$ cat src/rtl/maze_port_arbiter.sv
// Round-robin arbiter sharing the single synchronous maze memory port between two requesters.
// Define MAZE_ARB_STATS_EN to add saturating per-requester grant counters with a clear input.
module maze_port_arbiter #(
  parameter int maze_width = 6
) (
  input  logic                  clk,
  input  logic                  rst,
  input  logic                  req0,
  input  logic                  req1,
  input  logic [maze_width-1:0] row0,
  input  logic [maze_width-1:0] col0,
  input  logic [maze_width-1:0] row1,
  input  logic [maze_width-1:0] col1,
  input  logic                  we0,
  input  logic                  we1,
  output logic                  gnt0,
  output logic                  gnt1,
  output logic                  rvalid0,
  output logic                  rvalid1,
  output logic                  rdata,
  output logic [maze_width-1:0] row,
  output logic [maze_width-1:0] col,
  output logic                  maze_oe,
  output logic                  maze_we,
`ifdef MAZE_ARB_STATS_EN
  input  logic                  stats_clr,
  output logic [15:0]           gcnt0,
  output logic [15:0]           gcnt1,
`endif
  input  logic                  maze_in
);

  localparam logic [1:0] IDLE  = 2'd0;
  localparam logic [1:0] ISSUE = 2'd1;
  localparam logic [1:0] WAIT  = 2'd2;

  logic [1:0] state;
  logic       sel;
  logic       last;
  logic       we_q;
  logic       take;
  logic       win;

  // Only a tie consults the pointer; a lone requester always wins.
  always_comb begin
    take = req0 | req1;
    win  = 1'b0;
    if (req0 && req1) begin
      win = ~last;
    end else if (req1) begin
      win = 1'b1;
    end
  end

  always_ff @(posedge clk or posedge rst) begin
    if (rst) begin
      state <= IDLE;
      sel   <= 1'b0;
      last  <= 1'b1;
      we_q  <= 1'b0;
      row   <= '0;
      col   <= '0;
    end else begin
      case (state)
        IDLE: begin
          if (take) begin
            state <= ISSUE;
            sel   <= win;
            last  <= win;
            we_q  <= win ? we1 : we0;
            row   <= win ? row1 : row0;
            col   <= win ? col1 : col0;
          end
        end
        ISSUE:   state <= WAIT;
        default: state <= IDLE;
      endcase
    end
  end

  assign gnt0    = (state == ISSUE) && !sel;
  assign gnt1    = (state == ISSUE) && sel;
  assign maze_oe = (state == ISSUE) && !we_q;
  assign maze_we = (state == ISSUE) && we_q;
  assign rvalid0 = (state == WAIT) && !we_q && !sel;
  assign rvalid1 = (state == WAIT) && !we_q && sel;
  // Memory data is only forwarded while a read result is being returned.
  assign rdata   = maze_in & (rvalid0 | rvalid1);

`ifdef MAZE_ARB_STATS_EN
  always_ff @(posedge clk or posedge rst) begin
    if (rst) begin
      gcnt0 <= '0;
      gcnt1 <= '0;
    end else if (stats_clr) begin
      gcnt0 <= '0;
      gcnt1 <= '0;
    end else begin
      if (gnt0 && (gcnt0 != 16'hFFFF)) gcnt0 <= gcnt0 + 16'd1;
      if (gnt1 && (gcnt1 != 16'hFFFF)) gcnt1 <= gcnt1 + 16'd1;
    end
  end
`endif

endmodule

$ cat config.mk
export PLATFORM = sky130hd
export DESIGN_NAME = maze_port_arbiter
export DESIGN_NICKNAME = d
export VERILOG_FILES = /design/src/rtl/maze_port_arbiter.sv
export SDC_FILE = /design/constraint.sdc
export NUM_CORES = 1
export LEC_CHECK = 0
export CAP_MARGIN = 10
export CORE_MARGIN = 4
export CORE_UTILIZATION = 40
export CTS_CLUSTER_SIZE = 10
export DETAILED_ROUTE_END_ITERATION = 16
export PLACE_DENSITY = 0.82
export SETUP_SLACK_MARGIN = 0.15
export SLEW_MARGIN = 20
export SYNTH_ARGS = -nofsm -noshare
export SYNTH_HDL_FRONTEND = slang
export SYNTH_SLANG_ARGS = --single-unit
$ cat constraint.sdc
create_clock -name clk -period 2.3 [get_ports clk]
set_input_delay 0.575 -clock clk [delete_from_list [all_inputs] [get_ports clk]]
set_output_delay 0.575 -clock clk [all_outputs]
set_load 0.005 [all_outputs]
==> results of run 1 <==
[cell families after synthesis]
kind of cell	Yosys count	synth area share, %
multiplexers	26	37.29
flip-flops	17	48.71
AND/OR/NAND/NOR	11	7.000
AO/OA/AOI/OAI	5	3.857
buffers and inverters	5	3.142
[registers in the layout, summed over array words and instances, names as in the netlist]
name   count
last       1
sel        1
we_q       1
state      2
col        6
row        6
[cell type report]
cell class / count / area share [%]
inverters: 3 / 0.7739
clock buffers: 4 / 1.806
multi-input cells: 42 / 29.84
repair buffers: 53 / 35.94
well taps: 27 / 2.322
flip-flops and latches: 17 / 29.32
[what timing repair did]
item	in CTS	in global routing
gates resized for setup	3	4
pin swaps	0	1
buffers inserted	1	2
endpoints found under the hold margin	0	0
endpoints found under the setup margin	5	4
[power by group]
| group | switching (mW) | internal (mW) | total (mW) |
|---|---|---|---|
| Combinational | 0.262 | 0.557 | 0.818 |
| Sequential | 0.109 | 0.460 | 0.569 |
| Clock | 0.0935 | 0.0675 | 0.161 |
[synthesized netlist by cell type]
| master | instances |
|---|---|
| nand2b_1 | 1 |
| nor2_1 | 3 |
| inv_1 | 3 |
| mux2_2 | 17 |
| and2_1 | 4 |
| dfstp_2 | 1 |
| a21o_1 | 1 |
| nor3b_1 | 1 |
| mux2_4 | 9 |
| a21oi_1 | 1 |
| o21ai_1 | 1 |
| nor3_1 | 1 |
| buf_6 | 1 |
| a31oi_1 | 1 |
| nor2b_1 | 1 |
| dfrtp_1 | 16 |
| buf_2 | 1 |
| a21bo_2 | 1 |
[through the flow]
| stage | setup TNS, ns | hold slack, ns |
|---|---|---|
| 2_1_floorplan | 0 | 0.5003 |
| 3_5_place_dp | -0.02199 | 0.4926 |
| 3_3_place_gp | 0 | 0.4867 |
| 5_1_grt | 0 | 0.5332 |
| 6_report | 0 | 0.5145 |
| 4_1_cts | 0 | 0.5190 |
[how the worst max path moves through the flow]
stage	slack [ns]	from	endpoint
floorplan	0.66	req1	col[3]
global placement	0.06	req0	row[4]
detailed placement	-0.02	req0	col[0]
CTS	0.14	state[1]	gnt1
global route	0.11	state[1]	gnt1
finish	0.19	state[1]	gnt1
[layer usage]
| metal | track usage [%] | up-vias | part of all wire, % |
|---|---|---|---|
| li1 | - | 336 | - |
| met1 | 14.93 | 358 | 35 |
| met2 | 31.10 | 21 | 59 |
| met3 | 4.087 | 5 | 4.4 |
| met4 | 4.979 | 0 | 1.5 |
| met5 | 0 | - | 0 |
[critical path: stages (launching register included)]
cell	delay (ns)
dfrtp_1	0.41
nand2b_4	0.16
inv_2	0.06
and2_1	0.12
clkdlybuf4s50_1	0.49
==> reports/metrics.cfg, run 1 <==
[run_status]
status=finished, final reports clean

[yosys]
ys_seq_area_share_pct=48.71
synth_cells=64
synth_cell_type_count=18
synth_seq_cells=17
synthesis.area_um2=875.8
yosys-top-cells-area=dfrtp_1, mux2_2, mux2_4
synth_fp_nets=95
yosys.area.top_type=dfrtp_1
ys_warn_count=0
synth_area_per_cell_um2=13.69
yosysTopAreaCellShare_pct=45.71

[grt]
antenna_found_initial=0
first_global_vias=686
grt_pass1_wl_mm=3.229
grt-ovfl-total=0
grt_max_degree=18
grt_usage_pct=15.57

[routing]
postRouteAntennaNets=0
post_drt_wl_per_cell_um=15.29
first_iter_violations=4
dr.pass1.iters=4
drc=0
routed_wl_mm=2.233
vias_per_cell=4.932
vias=720

[hold_path]
hp-start=col[5]
hold_depth=1
whs_endpoint=col[5]
worstHoldPathType=flop to flop

[clocking]
cts_sinks=17
insertion_delay_ns=0.29
hold_buffers=0
htree_levels=1
cts-root-buf=clkbuf_4
path_clk_slew_ns=0.10
numCtsBuffers=3
clockBufferDepth=2
cts_tree=built

[timing]
tightestPinTransition_ns=0.6520
timing.final.max_slew_violations=0
fmax_mhz=473.6
fin_ws_ns=0.1886
min_period_ns=2.111
fin_crit_sh_pct=91.80
hold_viol_final=0
relSlewSlack_pct=56.48
rsz0062_at_grt=true
finClkSkew_ns=0.007293
setup_viol=0

[cells_and_area]
seq_area_um2=426.7
final_cell_mix=clkdlybuf4s50_1, mux2_2, dfrtp_1
multiInputGateArea_um2=434.2
final_common_cell=clkdlybuf4s50_1
finalNonFillerCells=146
utilization_pct=71.97
final_nets=151
antenna_cells=0
syn2layout_area_growth_pct=66.14
drive_above_1_share_pct=31.93
final_area_mm2=0.001455
fillers=151

[placed_design]
place.gp.congestion=0.6299
place_hpwl_mm=1.722
postPlaceCellArea_mm2=0.001391
dp_cells=139
dp_slack_ns=-0.01511
portBuffers=49

[power_and_ir_drop]
power.total_mw=1.548
max-vdd-ir-drop_mv=0.6191
p_leak_nw=0.6799
p_per_area_mw_per_mm2=1064

[worst_setup_path]
r2r_start=last
rr_worst_depth=3
start_kind=flop
crit_fanout=3
rrSetupSlack_ns=0.57
crit_path_end_kind=output port
rr_endpoint=row[4]
path_class=flop to output port
required_ns=1.73
arrival_ns=1.54

[floorplanning]
chipWidth_um=54.80
row_count=16
dieArea_mm2=0.003002
core_mm2=0.002022
die_h_um=54.80
io_pins=50
start_util_pct=43.32

[job]
drv_cap=0

Power figures use the tool's default switching activity.
==> inputs of run 2 (changes only) <==
--- a/config.mk
+++ b/config.mk
@@ -5,12 +5,11 @@
 export SDC_FILE = /design/constraint.sdc
 export NUM_CORES = 1
 export LEC_CHECK = 0
-export CAP_MARGIN = 10
 export CORE_MARGIN = 4
-export CORE_UTILIZATION = 40
+export CORE_UTILIZATION = 33
 export CTS_CLUSTER_SIZE = 10
 export DETAILED_ROUTE_END_ITERATION = 16
-export PLACE_DENSITY = 0.82
+export PLACE_DENSITY = 0.72
 export SETUP_SLACK_MARGIN = 0.15
 export SLEW_MARGIN = 20
 export SYNTH_ARGS = -nofsm -noshare
==> constraint.sdc (replaced) <==
create_clock -name clk -period 1.8 [get_ports clk]
set_input_delay 0.45 -clock clk [delete_from_list [all_inputs] [get_ports clk]]
set_output_delay 0.45 -clock clk [all_outputs]
set_load 0.005 [all_outputs]
==> run 2 against run 1 <==
Against the previous run: die area up 18%; cell area up 7.1%; first-iteration DRC count rose to 3.8 times the previous value; global-route usage down 2.3 points; routed wire length down 3.2%; critical path depth unchanged; combinational power up 43%; register-to-register slack worse by 0.28 ns; total power up 35%; utilization down 9.6 points; via count up 1.8%; clock skew down 0.0048 ns; largest cell class unchanged; highest routed layer unchanged.
==> reports/metrics.cfg, run 2 (synthesis gave the netlist of run 1 again) <==
[hold_path]
worstHoldPathType=input pin to async pin

[grt]
grt_pass1_wl_mm=3.505
first_global_vias=807
grt-ovfl-total=0
grt_max_degree=16
antenna_found_initial=0
grt_usage_pct=13.26

[cells_and_area]
drive_above_1_share_pct=43.65
fillers=213
syn2layout_area_growth_pct=78.00
final_area_mm2=0.001559
finalNonFillerCells=156
final_nets=158
final_cell_mix=clkdlybuf4s50_1, mux2_2, dfrtp_1
utilization_pct=62.36
antenna_cells=0
final_common_cell=clkdlybuf4s50_1
reg_top3=col: 6 flops, row: 6 flops, state: 2 flops

[timing]
setup_viol=0
rsz0062_at_grt=true
relSlewSlack_pct=84.17
tightestPinTransition_ns=0.2366
timing.final.max_slew_violations=0
fin_crit_sh_pct=96.10
finalSetupTns_ns=0
fin_ws_ns=0.07018
finClkSkew_ns=0.002532
fmax_mhz=578.1
min_period_ns=1.730
hold_viol_final=0
whs_ns=0.3579

[routing]
routed_wl_mm=2.161
dr.pass1.iters=2
post_drt_wl_per_cell_um=13.85
vias=733
drc=0
postRouteAntennaNets=0
vias_per_cell=4.699
first_iter_violations=15

[worst_setup_path]
arrival_ns=1.28
start_kind=flop
crit_fanout=3
crit_path_end_kind=output port
rrSetupSlack_ns=0.29
rr_endpoint=row[4]
path_class=flop to output port
required_ns=1.35
r2r_start=last
rr_worst_depth=3

[clocking]
insertion_delay_ns=0.28
hold_buffers=0
numCtsBuffers=3
cts_sinks=17
htree_levels=1
cts-root-buf=clkbuf_4
cts_tree=built
path_clk_slew_ns=0.10
clockBufferDepth=2

[placed_design]
postPlaceCellArea_mm2=0.001438
portBuffers=49
dp_slack_ns=-0.3446
dp_cells=146
place.gp.congestion=0.6159

[floorplanning]
dieArea_mm2=0.003542
io_pins=50
core_mm2=0.002500
start_util_pct=35.04
die_h_um=59.52
chipWidth_um=59.52
row_count=18

[power_and_ir_drop]
p_per_area_mw_per_mm2=1345
max-vdd-ir-drop_mv=0.8153
power.total_mw=2.097
p_leak_nw=0.7972

[job]
drv_cap=0

[run_status]
status=finished, final reports clean

## run 2: area by class of cell
cell class,instances,area [µm²],area share (%)
timing repair buffer,59,583.1,37.40
inverter,3,13.76,0.8828
clock inverter,1,5.005,0.3210
clock buffer,3,22.52,1.445
tap,30,37.54,2.408
multi-input combinational,43,469.2,30.10
sequential,17,427.9,27.45
## run 2: report_power, final
part | internal, mW | total [mW] | switching (mW)
Combinational | 0.790 | 1.17 | 0.378
Sequential | 0.590 | 0.729 | 0.138
Clock | 0.0825 | 0.199 | 0.117
## run 2: how the worst max path moves through the flow
stage / start / end / slack [ns]
after floorplan: last / col[3] / 0.27
after global placement: req1 / row[4] / -0.34
after detailed placement: req1 / col[2] / -0.34
after CTS: we_q / rvalid0 / 0.09
after global routing: we_q / rvalid0 / -0.004
final: we_q / rvalid0 / 0.07
## run 2: what timing repair did
action | 4_1_cts | 5_1_grt
cloned | 1 | 0
hold endpoints to repair | 0 | 0
pin swaps | 3 | 1
gates resized for setup | 37 | 13
buffers inserted | 3 | 2
endpoints found under the setup margin | 20 | 15
## run 2: routing by layer
layer | vias to the layer above | global-route usage [%] | wire, µm
met3 | 2 | 4.793 | 209
met4 | 0 | 3.797 | 13
met2 | 31 | 22.62 | 1110
li1 | 348 | - | -
met5 | - | 0 | 0
met1 | 352 | 15.58 | 827
## run 2: worst max-delay path, cell delays in order (launching register included)
cell     delay (ns)
dfrtp_1        0.40
buf_6          0.12
nor3b_4        0.19
nor2b_1        0.16
buf_2          0.12
==> inputs of run 3 (changes only) <==
--- a/config.mk
+++ b/config.mk
@@ -9,6 +9,7 @@
 export CORE_UTILIZATION = 33
 export CTS_CLUSTER_SIZE = 10
 export DETAILED_ROUTE_END_ITERATION = 16
+export GPL_TIMING_DRIVEN = 0
 export PLACE_DENSITY = 0.72
 export SETUP_SLACK_MARGIN = 0.15
 export SLEW_MARGIN = 20
==> run 3 against run 2 <==
Against the previous run: sequential power is 4.4% lower; largest power group unchanged; cell area down 2.6%; flip-flop and latch count unchanged; register-to-register slack worse by 0.06 ns; sequential share of layout area up 0.75 points; clock power grew 5%; first-iteration DRC count down 87%; utilization fell by 1.7 points; maximum frequency grew 1.0%; combinational power hardly changed; total power fell by 2.6%; critical path type unchanged; critical endpoint unchanged.
==> reports/metrics.cfg, run 3 (synthesis gave the netlist of run 1 again) <==
[cells_and_area]
multiInputGateArea_um2=455.4
final_nets=156
fillers=211
seq_area_um2=427.9
final_cell_mix=clkdlybuf4s50_1, mux2_2, dfrtp_1
antenna_cells=0
reg_top3=col: 6 flops, row: 6 flops, state: 2 flops
drive_above_1_share_pct=44.35
final_common_cell=clkdlybuf4s50_1
syn2layout_area_growth_pct=73.29

[power_and_ir_drop]
p_leak_nw=0.7684
max-vdd-ir-drop_mv=0.7338
intPower_mw=1.416
p_per_area_mw_per_mm2=1346
switching_share_pct=30.67
p_sw_mw=0.6265
pwr-share-clk_pct=10.2
pwr-share-comb_pct=55.7
pwr-share-seq_pct=34.1

[worst_setup_path]
worstPathCellList=buf_6, nor3b_4, nor2b_1, buf_2
r2r_start=last
crit_path_end_kind=output port
start_kind=flop
cpMaxStageDelayCell=dfrtp_2
arrival_ns=1.26
crit_start=state[0]
crit_fanout=3
path_class=flop to output port
required_ns=1.35
critPathMaxStageDelay_ns=0.42

[timing]
tightestPinTransition_ns=0.6124
timing.final.max_slew_violations=0
rsz0062_at_grt=true
min_period_ns=1.713
hold_viol_final=0
fin_crit_sh_pct=95.14
finalSetupTns_ns=0
setup_viol=0
relSlewSlack_pct=59.13
fmax_mhz=583.9
whs_ns=0.5172
finClkSkew_ns=0.002957

[floorplanning]
chipWidth_um=59.52
io_pins=50
die_h_um=59.52
row_count=18
dieArea_mm2=0.003542
core_mm2=0.002500
start_util_pct=35.04

[grt]
grt_usage_pct=12.55
grt_max_degree=18
grt-ovfl-total=0
first_global_vias=778
antenna_found_initial=0
grt_pass1_wl_mm=3.277

[clocking]
cts_sinks=17
insertion_delay_ns=0.29
hold_buffers=0
htree_levels=1
cts-root-buf=clkbuf_4
clockBufferDepth=2
cts_tree=built
numCtsBuffers=3
path_clk_slew_ns=0.10

[routing]
vias_per_cell=4.643
dr.pass1.iters=2
first_iter_violations=2
post_drt_wl_per_cell_um=13.62
drc=0
postRouteAntennaNets=0
routed_wl_mm=2.097
vias=715

[placed_design]
place.gp.congestion=0.6241
portBuffers=49
place_hpwl_mm=1.605

[job]
drv_cap=0

[run_status]
status=finished, final reports clean

[hold_path]
worstHoldPathType=input pin to async pin

[run 3: changes by cell type in the layout (fill, tap and decap cells not counted), sizes merged]
| cell | previous run | this run |
|---|---|---|
| a21bo | 2 | 1 |
| buf | 16 | 14 |
| clkbuf | 3 | 5 |
| clkdlybuf4s50 | 30 | 31 |
| dlygate4sd2 | 3 | 2 |
| dlymetal6s2s | 10 | 9 |
[run 3: repair_timing]
action | in CTS | in global routing
setup endpoints to repair | 16 | 24
resized for setup | 34 | 16
hold endpoints to repair | 0 | 0
pin swaps | 3 | 3
setup buffers | 7 | 0
[run 3: critical path: cells and delay by family, from the launching register on]
family | cells | cell delay (ns)
flip-flops | 1 | 0.42
AND/OR/NAND/NOR | 2 | 0.31
buffers and inverters | 2 | 0.24
[run 3: worst paths after layout]
kind                             to  slack [ns]  cells after the start
max                         rvalid0        0.09                      4
min                          row[5]        0.52                      2
max reg2reg                  row[3]        0.23                      4
min reg2reg                  row[4]        0.52                      1
max in group asynchronous  state[0]        0.85                      2
min in group clk             row[4]        0.52                      1
[run 3: area by class of cell]
cell class,instances,share of cell area [%]
plain buffers,2,1.484
clock buffers,3,1.484
clock inverters,1,0.3298
inverters,3,0.7420
multi-input cells,42,30.01
flip-flops and latches,17,28.19
well taps,30,2.473
repair buffers,56,35.28
[run 3: power groups by stage]
stage          clock [mW]  combinational [mW]  sequential [mW]
2_1_floorplan           0               0.475            0.708
6_report            0.208                1.14            0.697
4_1_cts             0.210                1.15            0.701
3_3_place_gp            0               0.994            0.705
3_5_place_dp            0                1.01            0.713
5_1_grt             0.231                1.24            0.725
[run 3: layer usage]
metal,vias up,track usage [%],wire length [µm]
met2,28,23.56,1124
met4,0,4.747,27
met3,4,4.793,199
met5,-,0,0
met1,340,12.21,746
li1,343,-,-
[run 3: through the flow]
stage          cells  util (%)  total power, mW  worst slack (ns)  cell area, µm²
2_1_floorplan     64         -            1.183            0.2723           875.8
3_3_place_gp     143     56.16            1.699           -0.3582            1404
3_5_place_dp     143     56.16            1.722           -0.3853            1404
4_1_cts          154     59.56            2.065           0.06059            1489
5_1_grt          154     60.71            2.195          0.001108            1518
6_report         154     60.71            2.043           0.08742            1518
